### src/rtl/mul_ctrl_pkg.sv
// Shared types for the operand stream controller: FSM state encoding,
// default operand/address widths and the packed {B,A} operand-pair layout.
package mul_ctrl_pkg;

    localparam int DATA_W_DEF = 16;
    localparam int ADDR_W_DEF = 4;

    typedef enum logic [1:0] {
        IDLE,
        RUN,
        PAUSE,
        DRAIN
    } state_e;

    // Matches the BRAM word layout: B in the upper half, A in the lower.
    typedef struct packed {
        logic signed [DATA_W_DEF-1:0] b;
        logic signed [DATA_W_DEF-1:0] a;
    } op_pair_t;

endpackage

### src/rtl/operand_stream_ctrl_if.sv
// Operand handshake towards the multiplier: signed a/b with op_valid/op_ready.
// master = operand source (controller), slave = operand sink (multiplier).
interface operand_stream_ctrl_if #(
    parameter int DATA_W = 16
) ();

    logic signed [DATA_W-1:0] a;
    logic signed [DATA_W-1:0] b;
    logic                     op_valid;
    logic                     op_ready;

    modport master (
        output a,
        output b,
        output op_valid,
        input  op_ready
    );

    modport slave (
        input  a,
        input  b,
        input  op_valid,
        output op_ready
    );

endinterface

### src/rtl/op_skid_fifo.sv
// Synchronous skid FIFO; same-cycle push and pop are both honoured.
// Ports: clk/rst, push/din, pop/dout (head), count/full/empty status.
module op_skid_fifo #(
    parameter  int WIDTH = 32,
    parameter  int DEPTH = 4,
    localparam int CNT_W = $clog2(DEPTH + 1)
) (
    input  logic             clk,
    input  logic             rst,
    input  logic             push,
    input  logic [WIDTH-1:0] din,
    input  logic             pop,
    output logic [WIDTH-1:0] dout,
    output logic [CNT_W-1:0] count,
    output logic             full,
    output logic             empty
);

    localparam int PTR_W = (DEPTH > 1) ? $clog2(DEPTH) : 1;

    logic [WIDTH-1:0] mem_q [DEPTH];
    logic [PTR_W-1:0] wr_q, wr_d;
    logic [PTR_W-1:0] rd_q, rd_d;
    logic [CNT_W-1:0] cnt_q, cnt_d;
    logic             do_push, do_pop;

    // Pointers wrap explicitly so non-power-of-two depths work.
    function automatic logic [PTR_W-1:0] nxt(input logic [PTR_W-1:0] p);
        return (p == PTR_W'(DEPTH - 1)) ? '0 : p + PTR_W'(1);
    endfunction

    assign empty = (cnt_q == '0);
    assign full  = (cnt_q == CNT_W'(DEPTH));
    assign count = cnt_q;
    assign dout  = mem_q[rd_q];

    always_comb begin
        do_pop  = pop && !empty;
        // When full, a simultaneous pop frees the slot being written.
        do_push = push && (!full || do_pop);
        wr_d    = do_push ? nxt(wr_q) : wr_q;
        rd_d    = do_pop ? nxt(rd_q) : rd_q;
        cnt_d   = cnt_q;
        if (do_push && !do_pop) begin
            cnt_d = cnt_q + CNT_W'(1);
        end else if (do_pop && !do_push) begin
            cnt_d = cnt_q - CNT_W'(1);
        end
    end

    always_ff @(posedge clk) begin
        if (rst) begin
            wr_q  <= '0;
            rd_q  <= '0;
            cnt_q <= '0;
        end else begin
            wr_q  <= wr_d;
            rd_q  <= rd_d;
            cnt_q <= cnt_d;
        end
    end

    always_ff @(posedge clk) begin
        if (do_push) begin
            mem_q[wr_q] <= din;
        end
    end

endmodule

### src/rtl/operand_stream_ctrl.sv
// Walks operand BRAM 0..last_addr, splits each word into signed A/B and
// streams them to the multiplier through a credit-limited skid FIFO.
// Ports: clka/rst, start_stop, loop_en, last_addr, BRAM addra/ena/douta,
// op (a/b/op_valid/op_ready), busy, done, pair_cnt.
module operand_stream_ctrl
    import mul_ctrl_pkg::*;
#(
    parameter int DATA_W = DATA_W_DEF,
    parameter int ADDR_W = ADDR_W_DEF,
    parameter int RD_LAT = 1,
    parameter int FIFO_D = 4
) (
    input  logic                    clka,
    input  logic                    rst,
    input  logic                    start_stop,
    input  logic                    loop_en,
    input  logic [ADDR_W-1:0]       last_addr,
    input  logic [2*DATA_W-1:0]     douta,
    output logic [ADDR_W-1:0]       addra,
    output logic                    ena,
    output logic                    busy,
    output logic                    done,
    output logic [15:0]             pair_cnt,
    operand_stream_ctrl_if.master   op
);

    localparam int CNT_W = $clog2(FIFO_D + 1);
    localparam int FLT_W = $clog2(RD_LAT + 1);

    state_e              state_q, state_d;
    logic [ADDR_W-1:0]   addra_q, addra_d;
    logic [ADDR_W-1:0]   last_q, last_d;
    logic [RD_LAT-1:0]   vld_q, vld_d;
    logic [15:0]         cnt_q, cnt_d;
    logic [CNT_W-1:0]    fifo_cnt;
    logic [FLT_W-1:0]    in_flight;
    logic [2*DATA_W-1:0] head;
    logic                fifo_full, fifo_empty;
    logic                issue, xfer, at_last, last_pop;

    op_skid_fifo #(
        .WIDTH (2*DATA_W),
        .DEPTH (FIFO_D)
    ) u_fifo (
        .clk   (clka),
        .rst   (rst),
        .push  (vld_q[RD_LAT-1]),
        .din   (douta),
        .pop   (xfer),
        .dout  (head),
        .count (fifo_cnt),
        .full  (fifo_full),
        .empty (fifo_empty)
    );

    always_comb begin
        in_flight = '0;
        for (int i = 0; i < RD_LAT; i++) begin
            in_flight = in_flight + FLT_W'(vld_q[i]);
        end
    end

    // A read may only be issued if its data is guaranteed a FIFO slot.
    assign issue = (state_q == RUN) && !fifo_full &&
                   (int'(fifo_cnt) + int'(in_flight) < FIFO_D);
    assign xfer    = !fifo_empty && op.op_ready;
    assign at_last = (addra_q == last_q);
    assign vld_d   = RD_LAT'({vld_q, issue});

    // Final pop of a pass: nothing in flight and this is the last entry.
    assign last_pop = (vld_q == '0) && (fifo_cnt == CNT_W'(1)) && xfer;

    always_comb begin
        state_d = state_q;
        addra_d = addra_q;
        last_d  = last_q;
        cnt_d   = cnt_q;
        if (xfer && cnt_q != 16'hFFFF) begin
            cnt_d = cnt_q + 16'd1;
        end
        unique case (state_q)
            IDLE: begin
                if (start_stop) begin
                    state_d = RUN;
                    addra_d = '0;
                    cnt_d   = '0;
                    last_d  = last_addr;
                end
            end
            RUN: begin
                if (issue) begin
                    addra_d = at_last ? '0 : addra_q + ADDR_W'(1);
                end
                if (issue && at_last && !loop_en) begin
                    state_d = DRAIN;
                end else if (!start_stop) begin
                    state_d = PAUSE;
                end
            end
            PAUSE: begin
                if (start_stop) begin
                    state_d = RUN;
                end
            end
            DRAIN: begin
                if ((vld_q == '0 && fifo_empty) || last_pop) begin
                    state_d = IDLE;
                end
            end
            default: state_d = IDLE;
        endcase
    end

    always_ff @(posedge clka) begin
        if (rst) begin
            state_q <= IDLE;
            addra_q <= '0;
            last_q  <= '0;
            vld_q   <= '0;
            cnt_q   <= '0;
        end else begin
            state_q <= state_d;
            addra_q <= addra_d;
            last_q  <= last_d;
            vld_q   <= vld_d;
            cnt_q   <= cnt_d;
        end
    end

    assign ena         = issue;
    assign addra       = addra_q;
    assign busy        = (state_q != IDLE);
    assign done        = (state_q == DRAIN) && last_pop;
    assign pair_cnt    = cnt_q;
    assign op.op_valid = !fifo_empty;
    assign op.a        = fifo_empty ? '0 : head[DATA_W-1:0];
    assign op.b        = fifo_empty ? '0 : head[2*DATA_W-1:DATA_W];

endmodule
### src/flat_wrapper.sv
// flat-port wrapper written by rule: the top's interface ports become plain ports
module operand_stream_ctrl_flat import mul_ctrl_pkg::*;
#(
    parameter int DATA_W = DATA_W_DEF,
    parameter int ADDR_W = ADDR_W_DEF,
    parameter int RD_LAT = 1,
    parameter int FIFO_D = 4
)
  (clka, rst, start_stop, loop_en, last_addr, douta, addra, ena, busy, done, pair_cnt, op_a, op_b, op_op_valid, op_op_ready);
  operand_stream_ctrl_if #(.DATA_W(DATA_W)) op_i ();
  input  logic clka;
  input  logic rst;
  input  logic start_stop;
  input  logic loop_en;
  input  logic [ADDR_W-1:0] last_addr;
  input  logic [2*DATA_W-1:0] douta;
  output logic [ADDR_W-1:0] addra;
  output logic ena;
  output logic busy;
  output logic done;
  output logic [15:0] pair_cnt;
  output wire logic [$bits(op_i.a)-1:0] op_a;
  output wire logic [$bits(op_i.b)-1:0] op_b;
  output wire logic [$bits(op_i.op_valid)-1:0] op_op_valid;
  input wire logic [$bits(op_i.op_ready)-1:0] op_op_ready;
  assign op_a = op_i.a;
  assign op_b = op_i.b;
  assign op_op_valid = op_i.op_valid;
  assign op_i.op_ready = op_op_ready;
  operand_stream_ctrl #(.DATA_W(DATA_W), .ADDR_W(ADDR_W), .RD_LAT(RD_LAT), .FIFO_D(FIFO_D)) u_core (.clka(clka), .rst(rst), .start_stop(start_stop), .loop_en(loop_en), .last_addr(last_addr), .douta(douta), .addra(addra), .ena(ena), .busy(busy), .done(done), .pair_cnt(pair_cnt), .op(op_i));
endmodule
### config.mk
export PLATFORM = sky130hd
export DESIGN_NAME = operand_stream_ctrl_flat
export DESIGN_NICKNAME = d
export VERILOG_FILES = /design/src/rtl/mul_ctrl_pkg.sv /design/src/rtl/operand_stream_ctrl_if.sv /design/src/rtl/op_skid_fifo.sv /design/src/rtl/operand_stream_ctrl.sv /design/src/flat_wrapper.sv
export SDC_FILE = /design/constraint.sdc
export NUM_CORES = 1
export LEC_CHECK = 0
export ABC_AREA = 0
export CAP_MARGIN = 10
export CELL_PAD_IN_SITES_DETAIL_PLACEMENT = 0
export CELL_PAD_IN_SITES_GLOBAL_PLACEMENT = 1
export CORE_ASPECT_RATIO = 0.6
export CORE_UTILIZATION = 45
export CTS_CLUSTER_DIAMETER = 150
export DETAILED_ROUTE_END_ITERATION = 7
export PLACE_DENSITY = 0.89
export SYNTH_ARGS = -nofsm -noshare
export SYNTH_HDL_FRONTEND = slang
export SYNTH_SLANG_ARGS = --single-unit
### constraint.sdc
create_clock -name clka -period 6.8 [get_ports clka]
set_input_delay 2.04 -clock clka [delete_from_list [all_inputs] [get_ports clka]]
set_output_delay 2.04 -clock clka [all_outputs]
set_load 0.02 [all_outputs]
Word-level counts from Yosys, hierarchy flattened
Memory sizes are Yosys's and may differ from the RTL's. A register that Yosys moved wholly into a read port is not among the register bits. Index checks and enable logic that the tools add are counted.

Bits in registers: 34. Latch bits: 0. RAM bits: 128. ROM bits: 0. Input bits: 41. Output and inout port bits: 56. Word-level logic and storage cells: 84. Memories: 1.

Add/sub/neg operators: 7. Multipliers: 0. Div/mod/pow operators: 0. Magnitude comparators: 1. Equal/unequal tests: 14. Shifts and indexed selects: 0. Multiplexer cells: 22. Bitwise logic cells: 1. Reductions and logical operators: 30.

Memory list: u_core.u_fifo.mem_q (words 4, bits a word 32, read ports 1, clocked after Yosys merged registers in 1, wr ports 1, line op_skid_fifo.sv:21) `logic [WIDTH-1:0] mem_q [DEPTH];`.

Operators with widths (number): 2-to-1 mux 16 bit (5); < comparator 32 x 4 -> 1 bit, second input constant (1); adder 16 x 1 -> 16 bit, second input constant (1); 2-to-1 mux 2 bit (8); != test 16 bit, second input constant (1); logical AND 1 bit (14); 2-to-1 mux 4 bit (3); equality test 2 bit, second input constant (4); one-hot mux 4 bit (2 select lines) (1); 2-to-1 mux 3 bit (2); != test 2 x 1 -> 1 bit, second input constant (3); one-hot mux 2 bit (3 select lines) (1); AND reduction 3 bit (2); nonzero test 2 bit (3); logical NOT 1 bit (5); adder 2 x 1 -> 2 bit, second input constant (2); adder 3 x 1 -> 4 bit (1); adder 4 x 1 -> 4 bit, second input constant (1); equality test 4 bit (1); adder 3 x 1 -> 3 bit, second input constant (1); equality test 3 x 1 -> 1 bit, second input constant (1); equality test 3 bit, second input constant (1); logical NOT 3 bit (1); != test 3 bit, second input constant (1); other kinds (9) (11).

Logic depth before layout (Yosys ltp)
Gate-level depths: netlist of run 1.

Word-level depth: 10. Depth in mapped cells: 10. Mapped depth without buffers: 10.

Modules after synthesis
Synthesis of run 1 repeated with hierarchy kept, for this count alone.

Cell total of the unflattened synthesis: 416. Area total of the unflattened synthesis: 6744.0 um2.

By module, submodules not included: op_skid_fifo (times used 1, cells each 214, area each 5082.4 um2, seq. area each 4023.9 um2); operand_stream_ctrl (times used 1, cells each 202, area each 1661.6 um2, seq. area each 540.5 um2).

Least setup slack after synthesis of run 1
Ideal clock, no wire load.

Kind: input to output. Start: input op_op_ready. End: output done. Arrival time: 2.896 ns. Required time: 4.760 ns. Setup slack: 1.864 ns. Stages on the path: 3. Buffers on the path: 1. Cells stage by stage: buf_2 > nand3b_1 > nor4_1.

Word-level cells in the longest chain between the ends: 3.

Ends and longest elaborated chain: from (decl) (line flat_wrapper.sv:25) `input wire logic [$bits(op_i.op_ready)-1:0] op_op_ready;`; logical AND 1 bit (line operand_stream_ctrl.sv:66) `assign xfer = !fifo_empty && op.op_ready;`; logical AND 1 bit (line operand_stream_ctrl.sv:71) `assign last_pop = (vld_q == '0) && (fifo_cnt == CNT_W'(1)) && xfer;`; logical AND 1 bit (line operand_stream_ctrl.sv:133) `assign done = (state_q == DRAIN) && last_pop;`; to (decl) (line flat_wrapper.sv:20) `output logic done;`.

No other way between the ends.

Worst setup path after layout of run 1
Same ends and word-level chain as after synthesis.

==> metrics, run 1 <==
outcome finished, final reports clean; RSZ-0062 raised after global routing no; DRC 0; Mapped Avg Cell Area 16.1 sq um; FF-to-FF Start u_core.u_fifo.count[0]$_SDFFE_PP0P_; Pleak 2.71 nW; top cells by count, synth 128 x edfxtp_1, 37 x and2_1, 36 x dfxtp_1; most common cell in the synthesized netlist edfxtp_1; final hold slack 491 ps; number of diodes 0; P&R area growth vs syn 25.2%; Mapped Area 0.00674 sq mm; CTS tree yes; CTS Buf Count 17; kind of critical path input port to primary output; Post-CTS Setup Inserts 0; post-route minimum period 5630 ps; ys flop type edfxtp_1; layout cells sized above 1 14.5%; antenna violations before repair 0; Mapped Cells 420; Synth async-reset ratio 0%; CP startpoint kind input port; PwrDens 332 mW/mm^2; top post-synthesis cells by area edfxtp_1 57%, dfxtp_1 11%, mux4_2 11%; relative slew slack 38.9%; Worst Reg-to-Reg Cells 8; Hold EP u_core.pair_cnt[1]$_SDFF_PP0_; arrival time of the worst setup path 3590 ps; drt pass-1 iters 5; DR vias/cell 5.42; FMAX 0.177 GHz; slowest stage delay, CP 650 ps; via count 3949; number of library cell types mapped by synthesis 48; WL final 13700 um; row cnt 34; nets@finish 571; CP max-delay cell clkdlybuf4s50_1; CP endpoint kind primary output; Required @ worst endpoint 4760 ps; dominant cell type by area after synthesis edfxtp_1; Post-synth EDFFs 128; final instance area 0.00844 sq mm; IO Count 97; R2R setup slack 4050 ps; post-CTS sizing 0; via count of the first global-routing pass 4022; Sink Count 164; CTS clk-pin slew, worst paths 60 ps; Overflow after GRT 0; CTS root buf clkbuf_16; worst hold path cell count 2; end of the worst register-to-register path u_core.u_fifo.count[2]$_SDFFE_PP0P_; clock skew 9.75 ps; First DRT Iteration DRCs 304; clock buffer depth 2; Hold Buf Count CTS 0; Worst path depth 4; count of max-cap constraint violations 0; port bufs 96; fin crit share 82.9%; H-tree depth 4; Detailed Place HPWL 8820 um; Net Count, Synth 473; register area share after synthesis 67.7%; worst-path cell chain clkdlybuf4s50_1, nand3b_1, nor4_1, clkdlybuf4s50_1; Slew @ Worst Pin 916 ps; setup TNS 0 ps; Tot GR Track Use 18.9%; Starting Density 46.4%; Clock Latency Late Sink 420 ps; fill cell total of the finished layout 1152; #FFs+latches synth 164; post-route ant nets 0; DIE AREA 0.0155 sq mm; DP Area 0.00788 sq mm; Placed Instances 697; min-delay worst type flop to flop; Buf+Inv Stages, Crit Path 2; die width 160 um; Hold Fails Final Rpt 0; Die Y 96.8 um; core area 0.0145 sq mm; area share of the largest cell type after synthesis 57.0%; per-cell routed wire length 18.8 um; endpoints failing setup 0; critical path peak fanout 8; Non-Filler Instances 729; worst vdd ir 152 uV; largest net degree at the start of global routing 38; beginning of the worst hold path u_core.pair_cnt[1]$_SDFF_PP0_; first-pass GRT wire length 21800 um; overall power 2.81 mW; family with the most delay on the worst path buffers and inverters; RePlAce Congestion 0.906; crit-path most repeated cell clkdlybuf4s50_1; Slew Viols, Final 0; YS warnings 0
[tightest hold or removal path, stage by stage (launching register included)]
cell,delay (ps)
dfxtp_1,330
nand2_1,60
mux2i_1,50
[power breakdown]
| part | internal [mW] | switching, mW |
|---|---|---|
| Sequential | 1.12 | 0.0511 |
| Clock | 0.541 | 0.381 |
| Combinational | 0.358 | 0.355 |
| Total | 2.02 | 0.787 |
[worst max-delay path by stage]
stage,start,end,slack [ps]
6_report,op_op_ready,done,1170
5_1_grt,op_op_ready,done,1080
2_1_floorplan,op_op_ready,done,1860
3_5_place_dp,op_op_ready,done,1150
3_3_place_gp,op_op_ready,done,1160
4_1_cts,op_op_ready,done,1160
[stage by stage]
| step | setup slack [ps] | util, % |
|---|---|---|
| after floorplan | 1860 | - |
| after global placement | 1160 | 54.1 |
| after detailed placement | 1150 | 54.1 |
| after CTS | 1160 | 58.0 |
| after global routing | 1080 | 58.0 |
| final | 1170 | 58.0 |
[cell type report]
cell class                      instances  area, sq um  area share [%]
Timing Repair Buffer                   97          968            11.5
Tap cell                              198          248            2.93
Multi-Input combinational cell        224         2040            24.2
Inverter                               14         52.6           0.622
Clock inverter                         12          130            1.54
Sequential cell                       164         4570            54.1
Clock buffer                           20          437            5.17
[cell usage in the layout (no fill, tap or decap), types with 10 or more instances in the layout]
cell / instances
edfxtp_1: 128
clkdlybuf4s50_1: 96
dfxtp_1: 34
and2_1: 33
mux4_2: 32
a21oi_1: 19
nor2_1: 17
clkbuf_16: 17
inv_1: 13
ha_1: 12
nand2_1: 10
[state kept, by name, summed over array words and instances (netlist names), named ones only]
name / count
u_core.addra: 4
u_core.last_q: 4
u_core.pair_cnt: 16
u_core.state_q: 2
u_core.u_fifo.count: 3
u_core.u_fifo.mem_q: 128
u_core.u_fifo.rd_q: 2
u_core.u_fifo.wr_q: 2
u_core.vld_q: 1
[logic make-up (layout without fill, tap and decap cells)]
| kind of cell | Yosys count | count (layout) | share of synthesized area (%) |
|---|---|---|---|
| and+or+nand+nor | 115 | 115 | 10.2 |
| AOI/OAI and AO/OA | 48 | 48 | 4.64 |
| adders and majority gates | 12 | 12 | 2.23 |
| buffers and inverters | 32 | 143 | 2.15 |
| xor gates and xnor gates | 8 | 8 | 1.04 |
| muxes | 41 | 41 | 12.0 |
| DFF | 164 | 164 | 67.7 |
[metal layers]
layer | part of all wire, % | global-route usage (%) | vias up | wire (um)
li1 | - | - | 1834 | -
met1 | 46 | 26.6 | 1976 | 6380
met2 | 47 | 28.5 | 122 | 6510
met3 | 4.5 | 4.29 | 17 | 621
met4 | 1.5 | 7.84 | 0 | 210
met5 | 0 | 0 | - | 0
Power figures use the tool's default switching activity.
==> run 2, diff against run 1 <==
==> constraint.sdc (replaced) <==
create_clock -name clka -period 5.4 [get_ports clka]
set_input_delay 1.62 -clock clka [delete_from_list [all_inputs] [get_ports clka]]
set_output_delay 1.62 -clock clka [all_outputs]
set_load 0.02 [all_outputs]
==> metrics, run 2 (synthesized netlist as in run 1, its figures left out) <==
DP Area 0.00789 sq mm (+0.16%); Detailed Place HPWL 8510 um (-3.5%); relative slew slack 38.4% (-0.55 points); final instance area 0.00846 sq mm (+0.19%); Tot GR Track Use 18.2% (-0.72 points); clock skew 9.06 ps (-0.690 ps); clock power share 32.8% (about the same); combinational power share 25.4% (about the same); RePlAce Congestion 0.876 (-3.4%); FMAX 0.207 GHz; end of the worst register-to-register path u_core.u_fifo.count[2]$_SDFFE_PP0P_; post-route minimum period 4830 ps; number of diodes 0 (unchanged); DR vias/cell 5.40 (-0.41%); Starting Density 46.4% (unchanged); PwrDens 418 mW/mm^2 (+26%); First DRT Iteration DRCs 334 (+9.9%); DRC 0 (unchanged); setup TNS 0 ps (unchanged); CTS tree yes; via count 3933 (-0.41%); FF-to-FF Start u_core.u_fifo.count[0]$_SDFFE_PP0P_; Sink Count 164 (unchanged); Slew @ Worst Pin 924 ps (+8.29 ps); core area 0.0145 sq mm (unchanged); antenna violations before repair 0 (unchanged); Critical Path Start op_op_ready; die width 160 um (unchanged); min-delay worst type flop to flop; Clock Latency Late Sink 410 ps (about the same); per-cell routed wire length 18.4 um (-2.4%); CP Capture Point done; CP startpoint kind input port; layout cells sized above 1 14.9% (+0.38 points); Pleak 2.72 nW (+0.17%); drt pass-1 iters 5 (unchanged); first-pass GRT wire length 21300 um (-2.3%); worst vdd ir 221 uV (+45%); commonest non-fill, non-tap cell in the layout edfxtp_1; critical path peak fanout 8 (unchanged); number of flip-flops under the largest register name 128 (unchanged); final hold slack 488 ps (-3.59 ps); CTS Buf Count 17 (unchanged); fin crit share 89.4%; port bufs 96 (unchanged); CP endpoint kind primary output; arrival time of the worst setup path 3210 ps (-380 ps); via count of the first global-routing pass 3938 (-2.1%); IO Count 97 (unchanged); Hold Buf Count CTS 0 (unchanged); H-tree depth 4 (unchanged); Flop pwr share 41.7% (about the same); Die Y 96.8 um (unchanged); row cnt 34 (unchanged); beginning of the worst hold path u_core.u_fifo.rd_q[1]$_SDFFE_PP0N_; net switching power 1.02 mW (+29%); endpoints failing setup 0 (unchanged); largest net degree at the start of global routing 38 (unchanged); Worst Reg-to-Reg Cells 8 (unchanged); WL final 13400 um (-2.4%); register bank with the most flops u_core.u_fifo.mem_q; Int Pwr 2.52 mW (+25%); RSZ-0062 raised after global routing no; post-CTS sizing 0 (unchanged); DIE AREA 0.0155 sq mm (unchanged); Overflow after GRT 0 (unchanged); switch share 28.8% (+0.71 points); Hold Fails Final Rpt 0 (unchanged); nets@finish 571 (unchanged); count of max-cap constraint violations 0 (unchanged); Post-CTS Setup Inserts 0 (unchanged); Required @ worst endpoint 3780 ps (-980 ps); clock buffer depth 2 (unchanged); CTS root buf clkbuf_16; P&R area growth vs syn 25.4%; kind of critical path input port to primary output; R2R setup slack 2670 ps (-1380 ps); Slew Viols, Final 0 (unchanged); CTS clk-pin slew, worst paths 60 ps (about the same); post-route ant nets 0 (unchanged); most frequent cells in the layout 128 x edfxtp_1, 96 x clkdlybuf4s50_1, 34 x dfxtp_1; outcome finished, final reports clean
## run 2: changes by cell type in the layout (fill, tap and decap cells not counted), sizes merged
cell	previous run	this run
bufinv	2	1
clkbuf	20	18
clkinv	6	4
inv	16	21
## run 2: worst min-delay path by stage
stage | depth (start not counted) | end
final | 2 | flop
after CTS | 2 | flop
after detailed placement | 2 | flop
after floorplan | 2 | flop
after global placement | 2 | flop
after global routing | 2 | flop
## run 2: layout make-up
class	count	area, sq um
repair buffers	97	981
well taps	198	248
flip-flops and latches	164	4570
clock inverters	14	141
multi-input cells	224	2040
inverters	14	52.6
clock buffers	18	429
fillers	1129	6090
## run 2: critical path, cell delays in order
cell and delay (ps):
clkdlybuf4s50_1 650, nand3b_1 110, nor4_1 170, clkdlybuf4s50_1 660
## run 2: power groups by stage
stage	clock [mW]	combinational, mW	sequential [mW]
finish	1.16	0.898	1.47
global route	1.23	0.965	1.49
CTS	1.18	0.915	1.48
detailed placement	0	0.910	1.51
global placement	0	0.895	1.50
floorplan	0	0.564	1.46
## run 2: routing by layer
layer | GRT usage (%) | part of all wire, % | vias to the layer above
li1 | - | - | 1840
met1 | 25.8 | 48 | 1939
met2 | 27.6 | 44 | 140
met3 | 4.29 | 5.8 | 14
met4 | 6.15 | 1.4 | 0
met5 | 0 | 0 | -
## run 2: per-stage QoR
step                worst slack [ps]  cells  power, mW  utilization, %
global route                     543    729       3.68            58.1
detailed placement               562    697       2.42            54.2
finish                           571    729       3.53            58.1
floorplan                       1300    420       2.03               -
global placement                 604    697       2.40            54.2
CTS                              578    729       3.57            58.1
